**src/rtl/mem_access_ctrl.sv**
```systemverilog
// rtl/mem_access_ctrl.sv - multicycle memory access sequencer (IDLE/REQ/DONE)
// Optional REQ-state timeout with bus error enabled by macro MEM_TIMEOUT_EN.
module mem_access_ctrl #(
  parameter int TIMEOUT_CYCLES = 255
) (
  input  logic        clk,
  input  logic        rst,
  input  logic        MemRd,
  input  logic        MemWr,
  input  logic        IRWr,
  input  logic        IorD,
  input  logic [31:0] pc,
  input  logic [31:0] alu_out,
  input  logic [31:0] wr_data,
  output logic        mem_req,
  output logic        mem_we,
  output logic [31:0] mem_addr,
  output logic [31:0] mem_wdata,
  input  logic        mem_ack,
  input  logic [31:0] mem_rdata,
  output logic [31:0] ir,
  output logic [31:0] mdr,
  output logic        stall,
  output logic        addr_err,
  output logic        bus_err
);

  typedef enum logic [1:0] {IDLE, REQ, DONE} state_t;

  state_t      state, state_n;
  logic        mem_req_n, mem_we_n, ir_sel, ir_sel_n, addr_err_n;
  logic [31:0] mem_addr_n, mem_wdata_n, ir_n, mdr_n;
  logic [31:0] req_addr;
  logic        req_active, aligned;

  assign req_addr   = IorD ? alu_out : pc;
  assign req_active = MemRd | MemWr;
  assign aligned    = (req_addr[1:0] == 2'b00);
  assign stall      = (state == REQ) || (state == IDLE && req_active && aligned);

`ifdef MEM_TIMEOUT_EN
  localparam logic [7:0] TO_LAST = 8'(TIMEOUT_CYCLES - 1);
  logic [7:0] to_cnt, to_cnt_n;
  logic       bus_err_n;

  always_ff @(posedge clk or posedge rst) begin
    if (rst) begin
      to_cnt  <= 8'd0;
      bus_err <= 1'b0;
    end else begin
      to_cnt  <= to_cnt_n;
      bus_err <= bus_err_n;
    end
  end
`else
  logic unused_timeout;
  assign unused_timeout = (TIMEOUT_CYCLES == 0);
  assign bus_err        = 1'b0;
`endif

  always_ff @(posedge clk or posedge rst) begin
    if (rst) begin
      state     <= IDLE;
      mem_req   <= 1'b0;
      mem_we    <= 1'b0;
      mem_addr  <= 32'd0;
      mem_wdata <= 32'd0;
      ir_sel    <= 1'b0;
      ir        <= 32'd0;
      mdr       <= 32'd0;
      addr_err  <= 1'b0;
    end else begin
      state     <= state_n;
      mem_req   <= mem_req_n;
      mem_we    <= mem_we_n;
      mem_addr  <= mem_addr_n;
      mem_wdata <= mem_wdata_n;
      ir_sel    <= ir_sel_n;
      ir        <= ir_n;
      mdr       <= mdr_n;
      addr_err  <= addr_err_n;
    end
  end

  always_comb begin
    state_n     = state;
    mem_req_n   = mem_req;
    mem_we_n    = mem_we;
    mem_addr_n  = mem_addr;
    mem_wdata_n = mem_wdata;
    ir_sel_n    = ir_sel;
    ir_n        = ir;
    mdr_n       = mdr;
    addr_err_n  = 1'b0;
`ifdef MEM_TIMEOUT_EN
    to_cnt_n    = to_cnt;
    bus_err_n   = 1'b0;
`endif
    case (state)
      IDLE: begin
        if (req_active) begin
          if (!aligned) begin
            addr_err_n = 1'b1;
          end else begin
            // Write wins when both strobes are high.
            mem_addr_n  = req_addr;
            mem_wdata_n = wr_data;
            mem_we_n    = MemWr;
            ir_sel_n    = IRWr;
            mem_req_n   = 1'b1;
            state_n     = REQ;
`ifdef MEM_TIMEOUT_EN
            to_cnt_n    = 8'd0;
`endif
          end
        end
      end
      REQ: begin
        if (mem_ack) begin
          if (!mem_we) begin
            if (ir_sel) ir_n = mem_rdata;
            else        mdr_n = mem_rdata;
          end
          mem_req_n = 1'b0;
          state_n   = DONE;
        end
`ifdef MEM_TIMEOUT_EN
        else if (to_cnt == TO_LAST) begin
          mem_req_n = 1'b0;
          bus_err_n = 1'b1;
          state_n   = DONE;
        end else begin
          to_cnt_n = to_cnt + 8'd1;
        end
`endif
      end
      DONE:    state_n = IDLE;
      default: state_n = IDLE;
    endcase
  end

endmodule

```
**config.mk**
```make
export PLATFORM = sky130hd
export DESIGN_NAME = mem_access_ctrl
export DESIGN_NICKNAME = d
export VERILOG_FILES = /design/src/rtl/mem_access_ctrl.sv
export SDC_FILE = /design/constraint.sdc
export NUM_CORES = 1
export LEC_CHECK = 0
export CORE_UTILIZATION = 43
export DETAILED_ROUTE_END_ITERATION = 12
export GPL_TIMING_DRIVEN = 0
export PLACE_DENSITY = 0.84
export SLEW_MARGIN = 10
export SYNTH_ARGS = -nofsm -noshare
export SYNTH_HDL_FRONTEND = slang
export SYNTH_SLANG_ARGS = --single-unit
export TNS_END_PERCENT = 10
```
**constraint.sdc**
```tcl
create_clock -name clk -period 10.8 [get_ports clk]
set_input_delay 1.62 -clock clk [delete_from_list [all_inputs] [get_ports clk]]
set_output_delay 1.62 -clock clk [all_outputs]
set_load 0.05 [all_outputs]
```
==> impl_metrics.json, run 1 <==
{
  "synth_cells": 330,
  "worstSetupStartpointType": "input pin",
  "route.detailed.vias_per_inst": 4.80,
  "fp.dieH_microns": 114,
  "number_of_buffers_inserted_during_clock_tree_synthesis": 17,
  "grt_overflow_total": 0,
  "final.min_clock_period_ps": 5810,
  "regToRegSetupSlack_ps": 8790,
  "post-route-drc-count": 0,
  "layout_commonest_cell": "clkdlybuf4s50_1",
  "io_pins": 268,
  "area_growth_pct": 65.7,
  "cts-htree-levels": 4,
  "route.vias.total": 3824,
  "globalplace.congestion": 0.760,
  "fp.dieArea_sq_um": 12900,
  "status": "completed",
  "layout.area.seq_sq_um": 3350,
  "final_cell_mix": "clkdlybuf4s50_1 (266), mux2_2 (152), dfrtp_1 (134)",
  "gr-usage-all-layers_pct": 22.5,
  "path_clk_slew_ps": 50,
  "synthDistinctLibCells": 22,
  "antenna_violations_before_repair": 0,
  "power.static_leakage_nw": 3.79,
  "core.rowCount": 40,
  "tns_ps": 0,
  "sequential_area_share_after_synthesis_pct": 62.4,
  "period_share_pct": 53.8,
  "slew_headroom_pct": 51.8,
  "worst_skew_pair.late_latency_ps": 410,
  "cts-root-buf": "clkbuf_16",
  "via_count_of_the_first_global_routing_pass": 4193,
  "ir_worst_vdd_mv": 0.185,
  "hold_path_end": "mem_req",
  "achievable-frequency_ghz": 0.172,
  "drive_gt1_share_pct": 32.4,
  "initialDrtViolationCount": 115,
  "number_of_nets_still_failing_antenna_checks_after_routing": 0,
  "worstPathMaxFanout": 10,
  "cts_hold_buffers": 0,
  "setup.worst_path.end_class": "output pin",
  "report.final.slew_viol_count": 0,
  "worst_r2r_path_depth": 4,
  "n_antenna_cell": 0,
  "syn_area_sq_um": 5370,
  "crit_arrival_ps": 4190,
  "post-cts-setup-buffers": 0,
  "final-instance-count-excl-fill": 797,
  "worstHoldPathType": "reg2reg",
  "cts_tree": "built",
  "multi_input_logic_area_sq_um": 1900,
  "clk_path_buf_depth": 2,
  "post_drt_wl_per_cell_microns": 17.4,
  "filler_cell_count": 829,
  "core_area_sq_um": 12100,
  "synth-seq-cells": 134,
  "grt_first_pass_wirelength_mm": 21.8,
  "finalCoreUtilization_pct": 73.5,
  "design.final.nets": 751,
  "grt_start_max_net_pins": 80,
  "synth.net_count": 465,
  "rsz0062_at_grt": "no",
  "drt-total-wl_mm": 13.8,
  "worstPathRequired_ps": 9180,
  "max_slew.worst_pin.slew_ps": 717,
  "worst_hold_startpoint": "mem_req",
  "critical_path_class": "in2out",
  "min_delay_path_depth": 2,
  "r2r-end": "mdr[29]",
  "setup-violations-final": 0,
  "synthesis.area_per_instance_sq_um": 16.3,
  "postCtsResizedCells": 0,
  "detailedRoute.firstPassIterationCount": 4,
  "cellPowerDensity_nw_per_um2": 321,
  "numPlacedInstances": 765,
  "place.detailed.hpwl_mm": 10.2,
  "portBuffers": 266,
  "fin_worst_skew_ps": 3.83,
  "cts_sinks": 134,
  "yosysWarnings": 0,
  "horiz_die_dim_microns": 114,
  "initial_utilization_pct": 44.3,
  "final-hold-violation-count": 0,
  "critical_path.reg2reg.startpoint": "state[1]",
  "max_cap_viols": 0
}
[power breakdown]
group	internal [W]	switching [W]	total, W
registers	0.000703	0.000105	0.000807
logic	0.000530	0.000914	0.00144
clock network	0.000391	0.000212	0.000604
total	0.00162	0.00123	0.00286
[per-layer routing]
metal | up-vias | part of all wire, % | track usage, %
met1 | 1878 | 37 | 24.5
met5 | - | 0 | 0
met4 | 0 | 2.5 | 10.4
li1 | 1745 | - | -
met3 | 29 | 8.5 | 8.71
met2 | 172 | 52 | 38.8
[how the worst max path moves through the flow]
stage	start	to	slack [ps]	cells after the start
after floorplan	rst	addr_err	5600	1
after global placement	rst	mdr[30]	4030	2
after detailed placement	IorD	stall	5000	7
after CTS	IorD	stall	4930	7
after global routing	IorD	stall	4820	7
final	IorD	stall	4990	7
[cell usage after synthesis, drive strengths merged]
library cell / number / area [sq um]
mux2: 157 / 1770
dfrtp: 134 / 3350
buf: 16 / 100
nand2: 3 / 11.3
and2: 2 / 12.5
clkbuf: 2 / 7.51
inv: 2 / 7.51
nor2: 2 / 7.51
nor3: 2 / 10.0
o21ai: 2 / 10.0
a32o: 1 / 10.0
conb: 1 / 3.75
nand2b: 1 / 6.26
nand3b: 1 / 20.0
nor3b: 1 / 12.5
o221ai: 1 / 15.0
or2: 1 / 6.26
or3b: 1 / 8.76
[kinds of logic (layout without fill, tap and decap cells)]
family          count (synthesis)  count (layout)  share of synthesized area, %
flops                         134             134                          62.4
compound gates                  4               4                         0.652
mux                           157             157                          32.9
simple gates                   14              14                          1.77
buf+inv                        20             319                          2.14
other cells                     1               1                        0.0698
[metrics by stage]
stage	total power [W]	hold slack, ps	area [sq um]	setup WS, ps
final	0.00286	476	8900	4990
after global routing	0.00296	506	8900	4820
after CTS	0.00288	484	8900	4930
after detailed placement	0.00226	467	8280	5000
after global placement	0.00223	464	8240	4030
after floorplan	0.00173	494	5370	5600
[cell type report]
type / count / share of cell area (%)
sequential: 134 / 37.7
timing repair buffer: 267 / 30.2
multi-input combinational: 176 / 21.4
clock buffer: 19 / 4.98
tap: 168 / 2.36
clock inverter: 13 / 2.02
buffer: 18 / 1.21
inverter: 2 / 0.141
[state kept, by name, summed over array words and instances, names as in the netlist]
signal,count
ir_sel,1
ir,32
addr_err,1
mem_addr,32
mem_req,1
mdr,32
mem_wdata,32
state,2
mem_we,1
[critical path: stages]
cell and delay (ps):
clkdlybuf4s50_1 500, nor3_1 400, o221ai_2 260, buf_2 270
buf_2 210, nand2_1 90, clkdlybuf4s50_1 820
Power figures use the tool's default switching activity.
==> run 2: changes to the inputs <==
--- a/config.mk
+++ b/config.mk
@@ -5,10 +5,10 @@
 export SDC_FILE = /design/constraint.sdc
 export NUM_CORES = 1
 export LEC_CHECK = 0
-export CORE_UTILIZATION = 43
+export CORE_UTILIZATION = 40
 export DETAILED_ROUTE_END_ITERATION = 12
 export GPL_TIMING_DRIVEN = 0
-export PLACE_DENSITY = 0.84
+export PLACE_DENSITY = 0.79
 export SLEW_MARGIN = 10
 export SYNTH_ARGS = -nofsm -noshare
 export SYNTH_HDL_FRONTEND = slang
==> constraint.sdc (replaced) <==
create_clock -name clk -period 5.75 [get_ports clk]
set_input_delay 0.8625 -clock clk [delete_from_list [all_inputs] [get_ports clk]]
set_output_delay 0.8625 -clock clk [all_outputs]
set_load 0.05 [all_outputs]
==> run 2 against run 1 <==
Total power up 84%. Clock skew up 2.7 ps. Sequential power grew 87%. Global-route usage shrank 1.6 points. Register-to-register slack got worse by 5000 ps. Cell area down 0.58%. Die area grew 7.4%. Clock-buffer cell count unchanged. Via count decreased by 0.21%. Worst hold slack improved by 11 ps. Critical endpoint unchanged. Highest routed layer unchanged.
==> impl_metrics.json, run 2 (synthesis results as in run 1) <==
{
  "status": "completed",
  "postLayoutSetupSlackWorst_ps": 1560,
  "portBuffers": 266,
  "cts_sinks": 134,
  "max_cap_viols": 0,
  "place_ws_ps": 1520,
  "ir_worst_vdd_mv": 0.310,
  "horiz_die_dim_microns": 118,
  "post_dp_cell_area_sq_um": 8280,
  "grt_overflow_total": 0,
  "via_count_of_the_first_global_routing_pass": 4245,
  "period_share_pct": 72.9,
  "setup.worst_path.end_class": "output pin",
  "grt_start_max_net_pins": 84,
  "cellPowerDensity_nw_per_um2": 592,
  "area_growth_pct": 64.7,
  "worstPathRequired_ps": 4890,
  "initial_utilization_pct": 41.7,
  "detailedRoute.firstPassIterationCount": 4,
  "worstSetupStartpointType": "input pin",
  "cts-root-buf": "clkbuf_16",
  "rsz0062_at_grt": "no",
  "final.min_clock_period_ps": 4190,
  "tns_ps": 0,
  "report.final.slew_viol_count": 0,
  "path_clk_slew_ps": 60,
  "post-cts-setup-buffers": 0,
  "io_pins": 268,
  "clk_path_buf_depth": 2,
  "power.total_w": 0.00524,
  "finalCoreUtilization_pct": 68.7,
  "achievable-frequency_ghz": 0.239,
  "route.vias.total": 3816,
  "max_slew.worst_pin.slew_ps": 686,
  "fin_worst_skew_ps": 6.50,
  "gr-usage-all-layers_pct": 20.9,
  "post-route-drc-count": 0,
  "fp.dieH_microns": 118,
  "cts_tree": "built",
  "core_area_sq_um": 12900,
  "cts_hold_buffers": 0,
  "cts-htree-levels": 4,
  "crit_arrival_ps": 3330,
  "final_cell_mix": "clkdlybuf4s50_1 (266), mux2_2 (152), dfrtp_1 (134)",
  "postCtsResizedCells": 0,
  "route.detailed.vias_per_inst": 4.76,
  "drive_gt1_share_pct": 32.4,
  "fp.dieArea_sq_um": 13900,
  "grt_first_pass_wirelength_mm": 22.1,
  "antenna_violations_before_repair": 0,
  "drt-total-wl_mm": 13.8,
  "core.rowCount": 41,
  "place.detailed.hpwl_mm": 10.4,
  "power.static_leakage_nw": 3.73,
  "final-hold-violation-count": 0,
  "n_antenna_cell": 0,
  "final_cell_area_sq_um": 8850,
  "worst_skew_pair.late_latency_ps": 410,
  "post_drt_wl_per_cell_microns": 17.2,
  "design.final.nets": 751,
  "initialDrtViolationCount": 128,
  "worstHoldPathType": "reg2reg",
  "critical_path_class": "in2out",
  "layout_commonest_cell": "clkdlybuf4s50_1",
  "worstPathMaxFanout": 10,
  "number_of_nets_still_failing_antenna_checks_after_routing": 0,
  "setup-violations-final": 0,
  "number_of_buffers_inserted_during_clock_tree_synthesis": 17,
  "slew_headroom_pct": 53.9,
  "globalplace.congestion": 0.799
}
run 2: changes by cell type in the layout (fill, tap and decap cells not counted), sizes merged:
cell / change
clkinvlp: +6
bufinv: -3
inv: +3
clkinv: -6
run 2: layout make-up:
class | count | area [sq um]
Inverter | 2 | 12.5
Sequential cell | 134 | 3350
Clock inverter | 13 | 124
Tap cell | 172 | 215
Clock buffer | 19 | 443
Multi-Input combinational cell | 176 | 1900
Fill cell | 950 | 4030
Timing Repair Buffer | 267 | 2690
Buffer | 18 | 108
run 2: worst paths after layout:
path / start / to / slack (ps) / cells after the start
setup / recovery: IorD / stall / 1560 / 7
hold / removal: mem_addr[1] / mem_addr[1] / 490 / 1
setup reg to reg: state[1] / mdr[6] / 3750 / 4
hold reg to reg: mem_addr[1] / mem_addr[1] / 490 / 1
max in group asynchronous: rst / ir[13] / 4130 / 3
min in group asynchronous: rst / mem_addr[13] / 870 / 2
run 2: stage by stage:
stage / hold WS [ps] / cells
floorplan: 494 / 330
global placement: 460 / 768
detailed placement: 473 / 769
CTS: 488 / 801
global route: 514 / 801
finish: 487 / 801
run 2: routing by layer:
metal	wire, microns	track usage (%)
met1	5090	22.1
met2	7280	37.1
met3	1100	7.80
met4	301	8.97
met5	0	0
run 2: where the power goes:
group	switching [W]	internal (W)	total [W]
clock	0.000407	0.000610	0.00102
combinational	0.00171	0.000996	0.00271
sequential	0.000194	0.00132	0.00151
total	0.00232	0.00293	0.00524
run 2: worst max-delay path: stages:
cell             delay, ps
clkdlybuf4s50_1        490
nor3_1                 330
o221ai_2               240
buf_2                  260
buf_2                  220
nand2_1                 90
clkdlybuf4s50_1        830
==> run 3: changes to the inputs <==
--- a/config.mk
+++ b/config.mk
@@ -5,10 +5,10 @@
 export SDC_FILE = /design/constraint.sdc
 export NUM_CORES = 1
 export LEC_CHECK = 0
-export CORE_UTILIZATION = 40
+export CORE_UTILIZATION = 36
 export DETAILED_ROUTE_END_ITERATION = 12
 export GPL_TIMING_DRIVEN = 0
-export PLACE_DENSITY = 0.79
+export PLACE_DENSITY = 0.75
 export SLEW_MARGIN = 10
 export SYNTH_ARGS = -nofsm -noshare
 export SYNTH_HDL_FRONTEND = slang
==> constraint.sdc (replaced) <==
create_clock -name clk -period 3.4 [get_ports clk]
set_input_delay 0.51 -clock clk [delete_from_list [all_inputs] [get_ports clk]]
set_output_delay 0.51 -clock clk [all_outputs]
set_load 0.05 [all_outputs]
==> run 3 against run 2 <==
Die area rose by 11%. Worst hold slack got worse by 56 ps. Largest power group unchanged. Non-clock buffer count grew 3. Clock skew up 9.7 ps. Critical path depth unchanged. Sequential power increased by 70%. Global-route usage shrank 2.2 points. Clock power up 56%. Core utilization fell by 7.8 points. Routed wire length rose by 0.27%. Combinational power up 69%.
==> impl_metrics.json, run 3 (synthesis results as in run 1) <==
{
  "globalplace.congestion": 0.732,
  "fp.dieArea_sq_um": 15400,
  "critical_path_class": "in2out",
  "rsz0062_at_grt": "no",
  "fin_worst_skew_ps": 16.2,
  "grt_first_pass_wirelength_mm": 21.3,
  "power.total_w": 0.00872,
  "place.detailed.hpwl_mm": 10.7,
  "max_slew.worst_pin.slew_ps": 878,
  "initialDrtViolationCount": 101,
  "gr-usage-all-layers_pct": 18.7,
  "drt-total-wl_mm": 13.8,
  "grt_start_max_net_pins": 41,
  "tns_ps": 0,
  "route.detailed.vias_per_inst": 4.71,
  "critical_path.reg2reg.startpoint": "state[1]",
  "worstPathRequired_ps": 2890,
  "drive_gt1_share_pct": 31.8,
  "worstPathMaxFanout": 10,
  "layout_commonest_cell": "clkdlybuf4s50_1",
  "regToRegSetupSlack_ps": 1250,
  "initial_utilization_pct": 36.9,
  "core.rowCount": 44,
  "setup-violations-final": 0,
  "final.min_clock_period_ps": 3180,
  "achievable-frequency_ghz": 0.315,
  "crit_arrival_ps": 2670,
  "worstHoldPathType": "in2async",
  "cts_tree": "built",
  "numPlacedInstances": 784,
  "route.vias.total": 3828,
  "cts_sinks": 134,
  "detailedRoute.firstPassIterationCount": 4,
  "cts-root-buf": "clkbuf_16",
  "worst_skew_pair.late_latency_ps": 420,
  "final_cell_area_sq_um": 8850,
  "report.final.slew_viol_count": 0,
  "hold_slack_ps": 432,
  "clk_path_buf_depth": 2,
  "max_cap_viols": 0,
  "final-instance-count-excl-fill": 812,
  "status": "completed",
  "final_cell_mix": "clkdlybuf4s50_1 (265), mux2_2 (152), dfrtp_1 (134)",
  "period_share_pct": 93.5,
  "io_pins": 268,
  "final-hold-violation-count": 0,
  "area_growth_pct": 64.7,
  "post-route-drc-count": 0,
  "design.final.nets": 754,
  "cellPowerDensity_nw_per_um2": 986,
  "antenna_violations_before_repair": 0,
  "worst_r2r_path_depth": 4,
  "fp.dieH_microns": 124,
  "path_clk_slew_ps": 50,
  "setup.worst_path.end_class": "output pin",
  "post-cts-setup-buffers": 0,
  "r2r-end": "mdr[2]",
  "number_of_nets_still_failing_antenna_checks_after_routing": 0,
  "post_dp_cell_area_sq_um": 8350,
  "number_of_buffers_inserted_during_clock_tree_synthesis": 17,
  "portBuffers": 266,
  "worstSetupStartpointType": "input pin",
  "grt_overflow_total": 0,
  "horiz_die_dim_microns": 124,
  "core_area_sq_um": 14500,
  "ir_worst_vdd_mv": 0.459,
  "cts-htree-levels": 4,
  "via_count_of_the_first_global_routing_pass": 4348,
  "post_drt_wl_per_cell_microns": 17.0,
  "slew_headroom_pct": 41.0,
  "n_antenna_cell": 0,
  "power.static_leakage_nw": 3.75
}
## run 3: cell count changes in the layout (fill, tap and decap cells not counted)
cell / previous run / this run
buf_16: 1 / 0
dlygate4sd2_1: 0 / 1
clkinv_4: 2 / 0
clkbuf_1: 3 / 6
clkinvlp_4: 6 / 1
buf_12: 0 / 4
clkinv_2: 1 / 6
clkbuf_8: 1 / 0
inv_6: 4 / 0
clkdlybuf4s50_1: 266 / 265
## run 3: layout make-up
type	instances	area [sq um]
Buffer	18	108
Clock buffer	21	440
Clock inverter	7	60.1
Fill cell	1169	5690
Inverter	2	11.3
Multi-Input combinational cell	176	1900
Sequential cell	134	3350
Tap cell	184	230
Timing Repair Buffer	270	2740
## run 3: how the worst max path moves through the flow
stage               depth (start not counted)       end  slack, ps  start
finish                                      7     stall        220   IorD
CTS                                         7     stall        170   IorD
global route                                7     stall         20   IorD
global placement                            7     stall        -70   IorD
floorplan                                   1  addr_err       1220    rst
detailed placement                          7     stall       -100   IorD
## run 3: stage by stage
step	util, %	worst slack [ps]
final	60.9	221
after global routing	60.9	16.6
after CTS	60.9	170
after detailed placement	57.4	-103
after global placement	56.9	-74.3
after floorplan	-	1220
## run 3: critical path, stage by stage
cell and delay [ps]:
clkdlybuf4s50_1 480, nor3_1 320, o221ai_2 240, buf_2 260, buf_2 210, nand2_1 80, dlygate4sd2_1 550
## run 3: repair_timing
action | 4_1_cts | 5_1_grt
hold endpoints to repair | 0 | 0
endpoints found under the setup margin | 1 | 0
resized for setup | 1 | 0
hold buffers | 0 | 0
## run 3: where the power goes
| part | internal, W | switching (W) |
|---|---|---|
| combinational | 0.00169 | 0.00288 |
| clock | 0.000978 | 0.000611 |
| sequential | 0.00223 | 0.000328 |
| total | 0.00490 | 0.00382 |
## run 3: routing by layer
metal	vias up	GRT usage, %	wire length, microns
met2	170	32.2	7030
met1	1870	19.4	5100
met3	33	7.60	1240
met5	-	0	0
li1	1755	-	-
met4	0	9.75	436
